$ cat src/rtl/gate_seq_pkg.sv
// Shared types and constants for the gate test sequencer.
// The expected truth table lives here so an OR/XOR variant only edits EXP.
package gate_seq_pkg;

  typedef enum logic [1:0] {
    IDLE  = 2'd0,
    DRIVE = 2'd1,
    DONE  = 2'd2
  } state_t;

  localparam int NUM_VECTORS = 4;

  // Bit i is the expected gate output for {A,B} = i (AND gate).
  localparam logic [NUM_VECTORS-1:0] EXP = 4'b1000;

  function automatic logic exp_bit(input logic [1:0] vec);
    return EXP[vec];
  endfunction

endpackage

$ cat src/rtl/gate_test_sequencer.sv
// Walks a 2-input gate through all four input vectors, checks its output
// against gate_seq_pkg::EXP and reports pass/err_count/fail_mask.
// Optional macro GATE_SEQ_LOOP_EN: keep looping passes while start is held.
module gate_test_sequencer
  import gate_seq_pkg::*;
#(
  parameter int DWELL_CYCLES = 4,
  parameter int ERR_W        = 4
) (
  input  logic             clk,
  input  logic             rst,
  input  logic             start,
  output logic             gate_a,
  output logic             gate_b,
  input  logic             gate_f,
  output logic             busy,
  output logic             done,
  output logic             pass,
  output logic [ERR_W-1:0] err_count,
  output logic [3:0]       fail_mask,
  output logic [1:0]       vec_idx
);

  localparam int CNT_W = $clog2(DWELL_CYCLES);

  state_t                          r_state, w_nxt_state;
  logic [CNT_W-1:0]                r_cnt, w_nxt_cnt;
  logic [1:0]                      r_vec, w_nxt_vec;
  logic [ERR_W-1:0]                r_err, w_nxt_err;
  logic [NUM_VECTORS-1:0]          r_mask, w_nxt_mask;
  logic                            r_pass, w_nxt_pass;
  logic                            r_done, w_nxt_done;
  logic [1:0]                      r_ab, w_nxt_ab;

  logic                            w_last;
  logic                            w_mis;
  logic [ERR_W-1:0]                w_err_s;

  assign w_last  = (r_cnt == CNT_W'(DWELL_CYCLES - 1));
  assign w_mis   = (gate_f != exp_bit(r_vec));
  // Error count after this cycle's sample; saturates at all-ones.
  assign w_err_s = (w_mis && (r_err != '1)) ? r_err + ERR_W'(1) : r_err;

  always_comb begin
    w_nxt_state = r_state;
    w_nxt_cnt   = r_cnt;
    w_nxt_vec   = r_vec;
    w_nxt_err   = r_err;
    w_nxt_mask  = r_mask;
    w_nxt_pass  = r_pass;
    w_nxt_done  = 1'b0;
    case (r_state)
      IDLE: begin
        if (start) begin
          w_nxt_state = DRIVE;
          w_nxt_cnt   = '0;
          w_nxt_vec   = '0;
          w_nxt_err   = '0;
          w_nxt_mask  = '0;
          w_nxt_pass  = 1'b0;
        end
      end
      DRIVE: begin
        w_nxt_cnt = r_cnt + CNT_W'(1);
        if (w_last) begin
          w_nxt_cnt = '0;
          w_nxt_err = w_err_s;
          if (w_mis) w_nxt_mask[r_vec] = 1'b1;
          if (r_vec == 2'(NUM_VECTORS - 1)) begin
            w_nxt_done = 1'b1;
            w_nxt_pass = (w_err_s == '0);
`ifdef GATE_SEQ_LOOP_EN
            if (start) w_nxt_vec = '0;
            else       w_nxt_state = DONE;
`else
            w_nxt_state = DONE;
`endif
          end else begin
            w_nxt_vec = r_vec + 2'd1;
          end
        end
      end
      DONE: begin
        w_nxt_state = IDLE;
      end
      default: begin
        w_nxt_state = IDLE;
      end
    endcase
    // Gate inputs are registered from the next-state view so they line up with DRIVE.
    w_nxt_ab = (w_nxt_state == DRIVE) ? w_nxt_vec : 2'b00;
  end

  always_ff @(posedge clk) begin
    if (rst) begin
      r_state <= IDLE;
      r_cnt   <= '0;
      r_vec   <= '0;
      r_err   <= '0;
      r_mask  <= '0;
      r_pass  <= 1'b0;
      r_done  <= 1'b0;
      r_ab    <= 2'b00;
    end else begin
      r_state <= w_nxt_state;
      r_cnt   <= w_nxt_cnt;
      r_vec   <= w_nxt_vec;
      r_err   <= w_nxt_err;
      r_mask  <= w_nxt_mask;
      r_pass  <= w_nxt_pass;
      r_done  <= w_nxt_done;
      r_ab    <= w_nxt_ab;
    end
  end

  assign gate_a    = r_ab[1];
  assign gate_b    = r_ab[0];
  assign busy      = (r_state != IDLE);
  assign done      = r_done;
  assign pass      = r_pass;
  assign err_count = r_err;
  assign fail_mask = r_mask;
  assign vec_idx   = r_vec;

endmodule

$ cat config.mk
export PLATFORM = sky130hd
export DESIGN_NAME = gate_test_sequencer
export DESIGN_NICKNAME = d
export VERILOG_FILES = /design/src/rtl/gate_seq_pkg.sv /design/src/rtl/gate_test_sequencer.sv
export SDC_FILE = /design/constraint.sdc
export NUM_CORES = 1
export LEC_CHECK = 0
export CAP_MARGIN = 20
export CORE_MARGIN = 10
export CORE_UTILIZATION = 48
export CTS_CLUSTER_DIAMETER = 30
export DETAILED_ROUTE_END_ITERATION = 6
export GPL_TIMING_DRIVEN = 0
export PLACE_DENSITY = 0.77
export SETUP_SLACK_MARGIN = 0.5
export SYNTH_ARGS = -nofsm -noshare
export SYNTH_HDL_FRONTEND = slang
export SYNTH_SLANG_ARGS = --single-unit
$ cat constraint.sdc
create_clock -name clk -period 2.05 [get_ports clk]
set_input_delay 0.5125 -clock clk [delete_from_list [all_inputs] [get_ports clk]]
set_output_delay 0.5125 -clock clk [all_outputs]
set_load 0.02 [all_outputs]
# After elaboration in Yosys (flattened, before gate mapping)
# Cells that the tools add are included.
# op_classes
mux,27
addsub,3
n_reduce_logical,12
order_cmp,2
n_eq_ne,10
n_bitwise,4
# ops
operator,n
$mux W4,5
$mux W2,8
$pmux W4 S2,2
$pmux W2 S2,3
$ne A2 B2 Y1 const B,4
$reduce_and A4 Y1,2
$mux W1,6
$add A2 B1 Y2 const B,2
$add A4 B1 Y4 const B,1
$eq A2 B1 Y1 const B,2
$eq A2 B2 Y1 const B,2
$logic_not A4 Y1,1
$ne A4 B4 Y1 const B,1
$or A4 B4 Y4,1
$reduce_bool A2 Y1,2
$lt A2 B3 Y1 const B,1
$not A1 Y1,3
$reduce_and A3 Y1,1
$reduce_or A3 Y1,1
$bmux W1 S2,1
$demux W1 S2,1
$ge A2 B1 Y1 const B,1
$logic_and A1 B1 Y1,2
$logic_not A2 Y1,1
other kinds (4),4
# totals
register_bits,18
output_inout_bits,15
inputBits,4
word_cells,66

# Logic depth before layout (Yosys ltp)
# Gate-level depths: netlist of the first run.
# depth
ltp_word,9
mapped_depth,6
mapped_depth_nobuf,5

# Worst setup path before layout of the first run
# OpenSTA, ideal clock, no wires.
# synth_path
kind,register -> register
from,reg r_vec[0] (netlist: vec_idx[0])
to,reg r_pass (netlist: pass)
stages_incl_launch_ff,7
required_time_ps,1934
path_slack_ps,457
arrival_time_ps,1477
path_cell_list,dfxtp_1 buf_2 and3b_1 buf_4 o21ai_2 mux2_4 a41o_1
# synth_between
elab_chain_cells,9
word_cells_on_any_way,12
classes_between,3 x eq/ne; 6 x mux; 3 x reduce/logical
# synth_rtl
element,line_no,text
"start, declared",gate_test_sequencer.sv:28,"logic [1:0] r_vec, w_nxt_vec;"
"start signal, assigned",gate_test_sequencer.sv:107,r_vec <= w_nxt_vec;
$bmux W1 S2,gate_seq_pkg.sv:17,return EXP[vec];
$mux W1 (not written as such),gate_seq_pkg.sv:17,
$ne A1 B1 Y1,gate_test_sequencer.sv:40,assign w_mis = (gate_f != exp_bit(r_vec));
$logic_and A1 B1 Y1,gate_test_sequencer.sv:42,assign w_err_s = (w_mis && (r_err != '1)) ? r_err + ERR_W'(1) : r_err;
$mux W4,gate_test_sequencer.sv:42,
$logic_not A4 Y1,gate_test_sequencer.sv:71,w_nxt_pass = (w_err_s == '0);
$mux W1,gate_test_sequencer.sv:69,if (r_vec == 2'(NUM_VECTORS - 1)) begin
$mux W1,gate_test_sequencer.sv:65,if (w_last) begin
$pmux W1 S2,gate_test_sequencer.sv:52,case (r_state)
"end signal, assigned",gate_test_sequencer.sv:110,r_pass <= w_nxt_pass;
"end, declared",gate_test_sequencer.sv:31,"logic r_pass, w_nxt_pass;"
# Several ways; a longest one is shown, not always the timed one. The select of a mux whose other input is x is not followed.
# A chain may end at the register's enable or synchronous reset.

# Worst setup path in the final report of the first run
# layout_path
from,reg r_state[1]
to,out busy
# layout_between
elab_chain_cells,1
# layout_rtl
element,line_no,text
"start, declared",gate_test_sequencer.sv:26,"state_t r_state, w_nxt_state;"
"start signal, assigned",gate_test_sequencer.sv:105,r_state <= w_nxt_state;
$reduce_bool A2 Y1,gate_test_sequencer.sv:118,assign busy = (r_state != IDLE);
"end, declared",gate_test_sequencer.sv:16,"output logic busy,"
# Every way passes these cells.

==> out/qor.txt, run 1 <==
Vias = 807
Root Buffer Master = clkbuf_4
I/O Buffers = 18
Critical Path End Type = primary output
data required time of the worst path = 1.54 ns
P&R area growth vs syn = 48.8%
Remaining DRCs = 0
Buf/Inv on CP = 2
Tcrit/Tclk final = 79.3%
clk sinks = 18
Die H = 62.2 um
CTS tree = yes
Clock Tree Buf Depth = 2
drt wl/cell = 15.2 um
area leader, netlist = dfxtp_1
H-tree Lvls = 1
GRT Resource Usage Total = 9.90%
area of the mapped netlist = 856 um^2
R2R setup slack = 0.56 ns
clock skew = 0.00915 ns
synthesis-stage register bit count = 18
ANT nets after route = 0
die area = 0.00387 mm^2
clock latency on the worst-skew pair = 0.30 ns
Final nets = 132
CP peak stage delay = 0.34 ns
layout cell share with drive strength beyond 1 = 40.8%
worst reg2reg path startpoint = vec_idx[0]$_SDFF_PP0_
Worst path top cell family by delay = flip-flops
WP data arrival = 1.11 ns
pin count of the biggest net entering global routing = 11
critical path launch point = r_state[1]$_SDFF_PP0_
syn nets = 100
Slew Viols, Final = 0
Slew @ Worst Pin = 0.272 ns
Worst setup endpoint = busy
vias in the first global route = 752
Cell variety after synth = 34
pre-CTS WS = -0.171 ns
post-DP HPWL = 1380 um
CP Launch Type = flop
CP max FO = 6
Final GP Congestion = 0.802
kind of critical path = reg2out
drt first pass iters = 4
Post-Syn Instances = 94
first-pass GRT wire length = 3280 um
R2R Path End = fail_mask[2]$_SDFFE_PP0P_
Hold Crit Class = reg2reg
antenna cells = 0
worst-path cell chain = buf_8, or2_4, buf_6
gr ovfl total = 0
CP Depth = 3
DR iter-0 viols = 19
CP max-delay cell = dfxtp_2
max cap viols = 0
IR drop worst, VDD = 0.540 mV
status = complete, no violations
average size of a mapped cell = 9.10 um^2
Fin. Hold Viols = 0
placed cell area = 0.00108 mm^2
worst reg2reg path depth = 7
# setup viols final = 0
IO Pins = 19
Final Cell Area = 0.00127 mm^2
initial antenna violation count = 0
Num CTS Buffers = 3
width of the die = 62.2 um
Syn. warnings = 0
Synth area leaders = dfxtp_1 (42%), nor2_1 (5.7%), mux2i_1 (4.7%), ha_1 (2.9%), nor3b_1 (2.6%)
fin util = 74.6%
final wirelength = 2290 um
Final WS setup = 0.425 ns
initial core utilization = 50.1%
Via density = 5.38
Fmax = 615 MHz
PwrDens = 511 mW/mm^2
clock-pin slew on the worst setup and hold paths = 0.10 ns
crit path time final = 1.62 ns
max_slew headroom = 81.7%
Synth top area share = 42.1%
Row Count = 15
Core ar. = 0.00171 mm^2
RSZ-0062 raised after global routing = yes
Pleak = 0.000585 uW
sequential cell area fraction in the yosys report = 42.1%
-- where the power goes --
group / internal (uW) / switching [uW] / leakage [uW] / total (uW)
clock network: 108 / 109 / 0.0000210 / 217
registers: 354 / 2.68 / 0.000150 / 356
logic: 39.1 / 37.7 / 0.000413 / 76.9
-- flip-flops by register name, summed over array words and instances (netlist names) --
signal and count:
done 1, err_count 4, vec_idx 2, r_cnt 2, r_state 2, r_ab 2
fail_mask 4, pass 1
-- cell usage after synthesis --
cell,number
a22oi_1,1
nand2b_1,3
a22o_1,2
nor3b_1,3
and3_1,1
o21ai_1,2
a41o_1,1
or2_2,2
nand2_1,4
a32oi_1,2
nor2b_1,2
or3b_1,1
mux2_4,1
o211ai_2,1
clkbuf_1,1
o211ai_1,3
a21boi_2,1
ha_1,2
inv_1,3
buf_4,1
mux2_1,1
a21oi_1,3
mux2i_1,4
a211oi_1,2
o21ai_2,1
and3b_1,2
nand4_1,1
nand3_1,1
o21ai_0,1
nor2_1,13
nor3_1,4
buf_2,4
dfxtp_1,18
o21a_1,2
-- area by class of cell --
class / count / area, um^2
buffer: 6 / 63.8
fill: 128 / 434
inverter: 3 / 11.3
clock buffer: 4 / 36.3
tap: 25 / 31.3
sequential: 18 / 374
timing repair buffer: 27 / 226
multi-input combinational: 67 / 531
-- layout by cell type, fill, tap and decap left out, drive strengths merged --
cell type      netlist  final
and3                 1      1
clkdlybuf4s15        0      2
o21ai                4      4
or2                  2      2
and3b                2      2
o21a                 2      2
clkdlybuf4s50        0      1
nand2b               3      3
inv                  3      3
mux2                 2      2
a21boi               1      1
a22o                 2      2
a21oi                3      3
nor3                 4      4
nor2b                2      2
ha                   2      2
dlygate4sd2          0     10
a41o                 1      1
or3b                 1      1
mux2i                4      4
nand4                1      1
nand3                1      1
nor2                13     13
nand2                4      4
nor3b                3      3
a22oi                1      1
dfxtp               18     18
o211ai               4      4
a211oi               2      2
dlymetal6s2s         0      1
clkbuf               1      8
a32oi                2      2
buf                  5     15
-- routing by layer --
metal  share of wire (%)  track usage [%]
met1                  41             10.8
met3                 6.9             5.20
met4                0.96             3.71
met5                   0                0
met2                  51             15.9
-- how the worst min path moves through the flow --
stage                                         start  cells after the start                         to
after floorplan               r_cnt[1]$_SDFFE_PP0P_                      2      r_cnt[1]$_SDFFE_PP0P_
after global placement    fail_mask[3]$_SDFFE_PP0P_                      1  fail_mask[3]$_SDFFE_PP0P_
after detailed placement  fail_mask[1]$_SDFFE_PP0P_                      1  fail_mask[1]$_SDFFE_PP0P_
after CTS                 fail_mask[1]$_SDFFE_PP0P_                      1  fail_mask[1]$_SDFFE_PP0P_
after global routing      fail_mask[1]$_SDFFE_PP0P_                      1  fail_mask[1]$_SDFFE_PP0P_
final                     fail_mask[1]$_SDFFE_PP0P_                      1  fail_mask[1]$_SDFFE_PP0P_
-- kinds of logic after synthesis --
logic type | share of synthesized area, %
AND/OR/NAND/NOR | 22.7
AO/OA/AOI/OAI | 19.6
flip-flops | 42.1
buffers and inverters | 4.97
multiplexers | 7.75
adder cells (fa/ha/maj) | 2.92
-- metrics by stage --
stage | TNS (ns) | power (uW) | hold slack (ns) | instances
after floorplan | 0 | 400 | 0.458 | 94
after global placement | -0.414 | 419 | 0.447 | 137
after detailed placement | -0.398 | 420 | 0.454 | 137
after CTS | 0 | 641 | 0.475 | 142
after global routing | 0 | 679 | 0.500 | 150
final | 0 | 651 | 0.468 | 150
-- repair_timing --
action                                  CTS  global route
setup buffers                             1             8
hold buffers                              0             0
cloned                                    0             0
resized for setup                        31            37
endpoints found under the setup margin   28            14
pin swaps                                 3             4
Power figures use the tool's default switching activity.
==> inputs of run 2 (changes only) <==
- clock period: 2.05 -> 1.57 ns (I/O delays scaled with it)
==> out/qor.txt, run 2 (synthesized netlist as in run 1, its figures left out) <==
cell mode on critical path = buf_6
most common cell after layout, fill and taps aside = buf_6
# setup viols final = 0 (unchanged)
Core ar. = 0.00171 mm^2 (unchanged)
crit path time final = 1.55 ns
CTS tree = yes
RSZ-0062 raised after global routing = yes
CP peak stage delay = 0.36 ns (+0.02 ns)
Hold Slack = 0.489 ns (+0.0204 ns)
Remaining DRCs = 0 (unchanged)
Final GP Congestion = 0.862 (+7.5%)
IR drop worst, VDD = 0.634 mV (+17%)
initial core utilization = 50.1% (unchanged)
Critical Path End Type = flop
worst-path cell chain = buf_6, and3b_1, buf_6, o21ai_4, mux2_4, a41o_1
GRT Resource Usage Total = 11.3% (+1.4 points)
layout cell share with drive strength beyond 1 = 60.3% (+20 points)
cts-stage hold buffer count = 0 (unchanged)
initial antenna violation count = 0 (unchanged)
kind of critical path = reg2reg
Final nets = 138 (+4.5%)
max cap viols = 0 (unchanged)
Hold Crit Class = reg2reg
I/O Buffers = 18 (unchanged)
multi-input logic area = 572 um^2 (+7.8%)
Tcrit/Tclk final = 98.5%
Fin. Hold Viols = 0 (unchanged)
Die H = 62.2 um (unchanged)
CP Launch Type = flop
die area = 0.00387 mm^2 (unchanged)
gr ovfl total = 0 (unchanged)
Fmax = 647 MHz
pre-CTS WS = -0.371 ns (-0.200 ns)
drt wl/cell = 16.8 um (+10%)
clock latency on the worst-skew pair = 0.30 ns (about the same)
filler instances = 106 (-17%)
PwrDens = 604 mW/mm^2 (+18%)
status = complete, no violations
CP max FO = 5 (-1)
CP max-delay cell = dfxtp_4
ANT nets after route = 0 (unchanged)
Clock Tree Buf Depth = 2 (unchanged)
Num CTS Buffers = 3 (unchanged)
Final WS setup = 0.0237 ns (-0.402 ns)
clock-pin slew on the worst setup and hold paths = 0.10 ns (about the same)
Row Count = 15 (unchanged)
post-DP HPWL = 1460 um (+6.0%)
Pleak = 0.000610 uW (+4.4%)
drt first pass iters = 4 (unchanged)
width of the die = 62.2 um (unchanged)
Root Buffer Master = clkbuf_4
Slew @ Worst Pin = 0.309 ns (+0.0364 ns)
final wirelength = 2620 um (+15%)
pin count of the biggest net entering global routing = 11 (unchanged)
DR iter-0 viols = 14 (-5)
data required time of the worst path = 1.77 ns (+0.23 ns)
Vias = 887 (+9.9%)
Pwr Total = 855 uW (+31%)
clock skew = 0.000531 ns (-0.00862 ns)
max_slew headroom = 79.4% (-2.3 points)
FF+latch area = 393 um^2 (+5.0%)
first-pass GRT wire length = 3650 um (+11%)
Final TNS setup = 0 ns (unchanged)
IO Pins = 19 (unchanged)
fin util = 82.9% (+8.4 points)
vias in the first global route = 814 (+8.2%)
commonest non-fill, non-tap cells in the layout = buf_6 (19), buf_4 (16), nor2_1 (11), dfxtp_2 (11), dfxtp_4 (5)
Via density = 5.69 (+5.7%)
clk sinks = 18 (unchanged)
P&R area growth vs syn = 65.5%
H-tree Lvls = 1 (unchanged)
Slew Viols, Final = 0 (unchanged)
WP data arrival = 1.75 ns (+0.64 ns)
antenna cells = 0 (unchanged)
==> run 2: cell types whose count changed in the layout (fill, tap and decap cells not counted), sizes merged <==
cell           delta
buf              +20
dlygate4sd2       -9
clkbuf            -3
clkdlybuf4s15     -2
==> run 2: through the flow <==
| stage | instance area (um^2) | instances |
|---|---|---|
| 2_1_floorplan | 911 | 94 |
| 6_report | 1420 | 156 |
| 3_5_place_dp | 1120 | 137 |
| 5_1_grt | 1420 | 156 |
| 4_1_cts | 1230 | 147 |
| 3_3_place_gp | 1120 | 137 |
==> run 2: routing by layer <==
metal / wire length [um] / part of all wire, % / GRT usage, %
met3: 141 / 5.4 / 3.05
met1: 1050 / 40 / 11.5
met5: 0 / 0 / 0
met2: 1370 / 52 / 20.3
met4: 63 / 2.4 / 6.00
==> run 2: layout make-up <==
type	instances	share of cell area, %
Sequential cell	18	27.7
Clock buffer	4	2.56
Timing Repair Buffer	33	21.8
Inverter	3	0.972
Buffer	6	4.33
Multi-Input combinational cell	67	40.4
Tap cell	25	2.21
==> run 2: worst paths after layout <==
| path | slack, ns | start | cells after the start | to |
|---|---|---|---|---|
| min | 0.49 | fail_mask[2]$_SDFFE_PP0P_ | 1 | fail_mask[2]$_SDFFE_PP0P_ |
| min reg2reg | 0.49 | fail_mask[2]$_SDFFE_PP0P_ | 1 | fail_mask[2]$_SDFFE_PP0P_ |
| max | 0.02 | vec_idx[0]$_SDFF_PP0_ | 6 | pass$_SDFFE_PP0P_ |
| max reg2reg | 0.02 | vec_idx[0]$_SDFF_PP0_ | 6 | pass$_SDFFE_PP0P_ |
==> run 2: power by group <==
part	internal (uW)	switching, uW
logic	52.7	52.7
clock network	142	148
registers	455	5.00
total	649	206
==> run 2: worst max-delay path: cells and delay by family (launching register included) <==
kind                   cells  cell delay [ns]
buffers and inverters      2             0.25
DFF                        1             0.36
and+or+nand+nor            1             0.17
muxes                      1             0.31
AOI/OAI and AO/OA          2             0.36
==> run 2: timing repair <==
| action | 4_1_cts | 5_1_grt |
|---|---|---|
| pin swaps | 4 | 12 |
| buffers inserted | 6 | 9 |
| setup endpoints to repair | 33 | 33 |
| gates resized for setup | 93 | 37 |
==> inputs of run 3 (changes only) <==
--- a/config.mk
+++ b/config.mk
@@ -9,3 +9,3 @@
 export CORE_MARGIN = 10
-export CORE_UTILIZATION = 48
+export CORE_UTILIZATION = 51
 export CTS_CLUSTER_DIAMETER = 30
@@ -13,3 +13,3 @@
 export GPL_TIMING_DRIVEN = 0
-export PLACE_DENSITY = 0.77
+export PLACE_DENSITY = 0.81
 export SETUP_SLACK_MARGIN = 0.5
==> constraint.sdc (replaced) <==
create_clock -name clk -period 2 [get_ports clk]
set_input_delay 0.3 -clock clk [delete_from_list [all_inputs] [get_ports clk]]
set_output_delay 0.3 -clock clk [all_outputs]
set_load 0.02 [all_outputs]
==> out/qor.txt, run 3 (synthesized netlist as in run 1, its figures left out) <==
max cap viols = 0 (unchanged)
Tcrit/Tclk final = 74.5%
data required time of the worst path = 2.21 ns (+0.44 ns)
final wirelength = 2150 um (-18%)
antenna cells = 0 (unchanged)
drt first pass iters = 4 (unchanged)
initial core utilization = 55.5% (+5.4 points)
gr ovfl total = 0 (unchanged)
H-tree Lvls = 1 (unchanged)
IR drop worst, VDD = 0.312 mV (-51%)
most common cell after layout, fill and taps aside = dlygate4sd2_1
Final nets = 127 (-8.0%)
first-pass GRT wire length = 3390 um (-7.2%)
ANT nets after route = 0 (unchanged)
CP peak stage delay = 0.47 ns (+0.11 ns)
Slew @ Worst Pin = 0.422 ns (+0.113 ns)
P&R area growth vs syn = 39.8%
status = complete, no violations
crit path time final = 1.49 ns
Vias = 799 (-9.9%)
Final WS setup = 0.511 ns (+0.487 ns)
Pwr Total = 660 uW (-23%)
drt wl/cell = 15.8 um (-6.2%)
pre-CTS WS = -0.0144 ns (+0.357 ns)
worst-path cell chain = clkdlybuf4s50_1, and3b_1, buf_6, o21ai_4, mux2_4, a41o_1
post-DP HPWL = 1440 um (-1.5%)
IO Pins = 19 (unchanged)
layout cell share with drive strength beyond 1 = 27.5% (-33 points)
Via density = 5.88 (+3.3%)
I/O Buffers = 18 (unchanged)
clock-pin slew on the worst setup and hold paths = 0.10 ns (about the same)
WP data arrival = 1.70 ns (-0.05 ns)
CP max-delay cell = clkdlybuf4s50_1
vias in the first global route = 828 (+1.7%)
Num CTS Buffers = 3 (unchanged)
PwrDens = 552 mW/mm^2 (-8.7%)
Buf/Inv on CP = 2 (unchanged)
fin util = 77.6% (-5.3 points)
Fmax = 672 MHz
CTS tree = yes
Pleak = 0.000552 uW (-9.5%)
Core ar. = 0.00154 mm^2 (-9.7%)
DR iter-0 viols = 9 (-5)
# setup viols final = 0 (unchanged)
R2R setup slack = 0.53 ns (+0.51 ns)
Row Count = 14 (-1)
Fin. Hold Viols = 0 (unchanged)
placed cell area = 0.00107 mm^2 (-4.3%)
Clock Tree Buf Depth = 2 (unchanged)
cts-stage hold buffer count = 0 (unchanged)
max_slew headroom = 71.8% (-7.6 points)
Hold Crit Class = reg2reg
Root Buffer Master = clkbuf_4
clk sinks = 18 (unchanged)
Worst path top cell family by delay = buffers and inverters
Slew Viols, Final = 0 (unchanged)
pin count of the biggest net entering global routing = 11 (unchanged)
RSZ-0062 raised after global routing = yes
initial antenna violation count = 0 (unchanged)
GRT Resource Usage Total = 11.8% (+0.53 points)
CP max FO = 5 (unchanged)
die area = 0.00372 mm^2 (-4.0%)
Final GP Congestion = 0.797 (-7.6%)
kind of critical path = in2reg
Hold Slack = 0.477 ns (-0.0121 ns)
Die H = 61.0 um (-2.0%)
width of the die = 61.0 um (-2.0%)
clock skew = 0.00234 ns (+0.00181 ns)
Final Cell Area = 0.00120 mm^2 (-16%)
Critical Path End Type = flop
CP Launch Type = primary input
Remaining DRCs = 0 (unchanged)
clock latency on the worst-skew pair = 0.30 ns (about the same)
commonest non-fill, non-tap cells in the layout = dlygate4sd2_1 (14), nor2_1 (13), dfxtp_1 (11), buf_4 (6), dfxtp_2 (6)
==> run 3: cell types whose count changed in the layout (fill, tap and decap cells not counted), sizes merged <==
cell	change
buf	-25
dlygate4sd2	+13
clkdlybuf4s50	+2
dlymetal6s2s	-1
==> run 3: metal layers <==
layer  vias up  wire [um]  track usage, %
met1       385        904            11.4
met5         -          0               0
met2        19       1070            19.7
li1        390          -               -
met3         5        140            4.38
met4         0         34            9.72
==> run 3: metrics by stage <==
step,TNS [ns],std cells
finish,0,136
global route,0,136
CTS,0,135
detailed placement,-0.0160,128
global placement,-0.00681,128
floorplan,0,94
==> run 3: area by class of cell <==
type,instances,area (um^2)
inverters,3,11.3
flip-flops and latches,18,372
repair buffers,22,194
well taps,16,20.0
plain buffers,6,52.6
fillers,107,345
multi-input cells,67,510
clock buffers,4,36.3
==> run 3: final timing paths <==
path                                                start                        end  cells past startpoint
worst max-delay path                               gate_f          pass$_SDFFE_PP0P_                      6
worst min register to register  fail_mask[1]$_SDFFE_PP0P_  fail_mask[1]$_SDFFE_PP0P_                      1
worst max register to register      vec_idx[0]$_SDFF_PP0_          pass$_SDFFE_PP0P_                      6
worst min-delay path            fail_mask[1]$_SDFFE_PP0P_  fail_mask[1]$_SDFFE_PP0P_                      1
==> run 3: repair_timing <==
action | CTS | global route
gates resized for setup | 21 | 19
pin swaps | 1 | 1
buffers inserted | 3 | 1
endpoints found under the setup margin | 25 | 10
==> run 3: power by group <==
part           total (uW)  internal (uW)  switching (uW)
clock network         228            111             117
registers             366            362            3.48
logic                65.7           31.3            34.4
total                 660            505             155
==> RTL change, RTL diff (flow settings as in run 1) <==
Re-encode `state_t` (3 states) as one-hot, 3 bits wide.
--- a/src/rtl/gate_seq_pkg.sv
+++ b/src/rtl/gate_seq_pkg.sv
@@ -4,6 +4,6 @@
 
-  typedef enum logic [1:0] {
-    IDLE  = 2'd0,
-    DRIVE = 2'd1,
-    DONE  = 2'd2
+  typedef enum logic [2:0] {
+    IDLE  = 3'b001,
+    DRIVE = 3'b010,
+    DONE  = 3'b100
   } state_t;
Behaviour: same outputs for any inputs over 10 cycles, from zero or initial values and one cycle with rst high; not proved beyond that.
==> RTL change against run 1 <==
Cell area grew 3.3%. Total power fell by 0.11%. Via count increased by 10%. Setup slack worse by 85 ps. Hold slack better by 3.6 ps. Area after synthesis is 5.7% higher. First-iteration DRC count is 26% higher. Sequential cell count is 1 higher. Wire length grew 5.4%. Global-route usage is 0.91 points higher. Critical path type unchanged.
==> RTL change: results (changes against run 1) <==
| Metric | Value |
|---|---|
| Number of global-route vias before repair | `831 (+11%)` |
| # diodes | `0 (unchanged)` |
| Yosys top cell by area | `dfxtp_1` |
| All-Layer GR Usage | `0.108 (+0.00913)` |
| HPWL after DPL | `1.55 mm (+13%)` |
| Largest net degree at the start of global routing | `11 (unchanged)` |
| Worst EP arrival | `1200 ps (+90 ps)` |
| Drt pass-1 iters | `4 (unchanged)` |
| Internal reg-to-reg setup slack | `510 ps (-50 ps)` |
| DRT iter0 DRCs | `24 (+5)` |
| Mapped Cells | `98 (+4.3%)` |
| Seq/Total Area, Yosys | `0.420 (-0.000582)` |
| Async SR Flop Fraction | `0 (unchanged)` |
| Vias | `891 (+10%)` |
| Initial antenna violation count | `0 (unchanged)` |
| Status | `completed` |
| Leakage | `0.533 nW (-8.8%)` |
| Clock skew | `3.20 ps (-5.95 ps)` |
| Post-synth top cells | `dfxtp_1 (19), nor2_1 (10), a21oi_1 (8)` |
| Cell variety after synth | `40 (+18%)` |
| Design Area, Final | `0.00132 sq mm (+3.3%)` |
| Synth area leaders | `dfxtp_1 (42%), a21oi_1 (4.4%), nor2_1 (4.1%)` |
| First-pass GRT wire length | `3.66 mm (+11%)` |
| Clk Latency, worst-skew pair | `300 ps (about the same)` |
| VDD IR-drop max | `0.000293 V (-46%)` |
| Routed WL per cell | `15.6 um (+2.0%)` |
| Yosys warning count | `0 (unchanged)` |
| Post-synth net total | `104 (+4.0%)` |
| Hold Crit Class | `reg2reg` |
| Final nets | `137 (+3.8%)` |
| Layout Cells excl Fill | `155 (+3.3%)` |
| Clk slew on worst S/H paths | `100 ps (about the same)` |
| Num CTS Buffers | `3 (unchanged)` |
| Port-buffer cells | `18 (unchanged)` |
| Filler instances | `139 (+8.6%)` |
| Routability cong. | `0.880 (+9.7%)` |
| Slew HR | `0.664 (-0.153)` |
| Root Buffer | `clkbuf_4` |
| Worst Path Max Fanout | `4 (-2)` |
| Maximum clock insertion buffer count | `2 (unchanged)` |
| Area after DPL | `0.00113 sq mm (+4.6%)` |
| Share of layout cells above drive strength 1 | `0.392 (-0.0157)` |
| H-tree depth | `1 (unchanged)` |
| Grt total ovfl | `0 (unchanged)` |
[RTL change: cell types whose count changed after synthesis, moves of 3 or more]
cell / delta
nor2_1: -3
nand3_1: +3
o21a_1: +3
mux2i_1: -3
o211ai_1: -3
buf_2: -3
a21oi_1: +5
nor3b_1: -3
[RTL change: cells by family (layout without fill, tap and decap cells)]
| logic type | Yosys count | after routing | share of synthesized area |
|---|---|---|---|
| simple gates | 41 | 41 | 0.288 |
| compound gates | 28 | 28 | 0.210 |
| flops | 19 | 19 | 0.420 |
| buf+inv | 6 | 38 | 0.0304 |
| fa+ha+maj | 2 | 2 | 0.0277 |
| mux | 2 | 2 | 0.0235 |
[RTL change: area by class of cell]
| cell class | count | share of cell area |
|---|---|---|
| multi-input combinational | 73 | 0.429 |
| buffer | 3 | 0.0209 |
| timing repair buffer | 28 | 0.193 |
| sequential | 19 | 0.305 |
| inverter | 3 | 0.00856 |
| tap | 25 | 0.0238 |
| clock buffer | 4 | 0.0200 |
[RTL change: metrics by stage]
stage / setup slack (ps) / hold slack, ps
2_1_floorplan: 504 / 474
3_3_place_gp: -50.8 / 445
3_5_place_dp: -89.7 / 455
4_1_cts: 342 / 475
5_1_grt: 311 / 509
6_report: 340 / 472
[RTL change: where the power goes]
part           internal [W]  total (W)  switching (W)
clock             0.0000760   0.000190       0.000114
sequential         0.000372   0.000376     0.00000353
combinational     0.0000408  0.0000842      0.0000434
total              0.000489   0.000650       0.000161
[RTL change: timing repair]
| action | CTS | global route |
|---|---|---|
| endpoints found under the setup margin | 25 | 10 |
| pin swaps | 6 | 7 |
| resized for setup | 42 | 18 |
| setup buffers | 6 | 4 |
[RTL change: path summary, 6_finish.rpt]
check / start / endpoint / cells past startpoint
setup reg to reg: r_state[0] / err_count[1] / 5
setup / recovery: r_state[1] / busy / 2
hold reg to reg: fail_mask[2] / fail_mask[2] / 1
hold / removal: fail_mask[2] / fail_mask[2] / 1
[RTL change: per-layer routing]
metal | track usage | vias up | share of wire
met1 | 0.114 | 412 | 0.38
met5 | 0 | - | 0
li1 | - | 423 | -
met4 | 0.0601 | 0 | 0.024
met2 | 0.180 | 47 | 0.51
met3 | 0.0424 | 9 | 0.090
[RTL change: worst max-delay path, cell delays in order (launching register included)]
cell and delay (ps):
dfxtp_4 370, or3b_4 390, buf_6 140
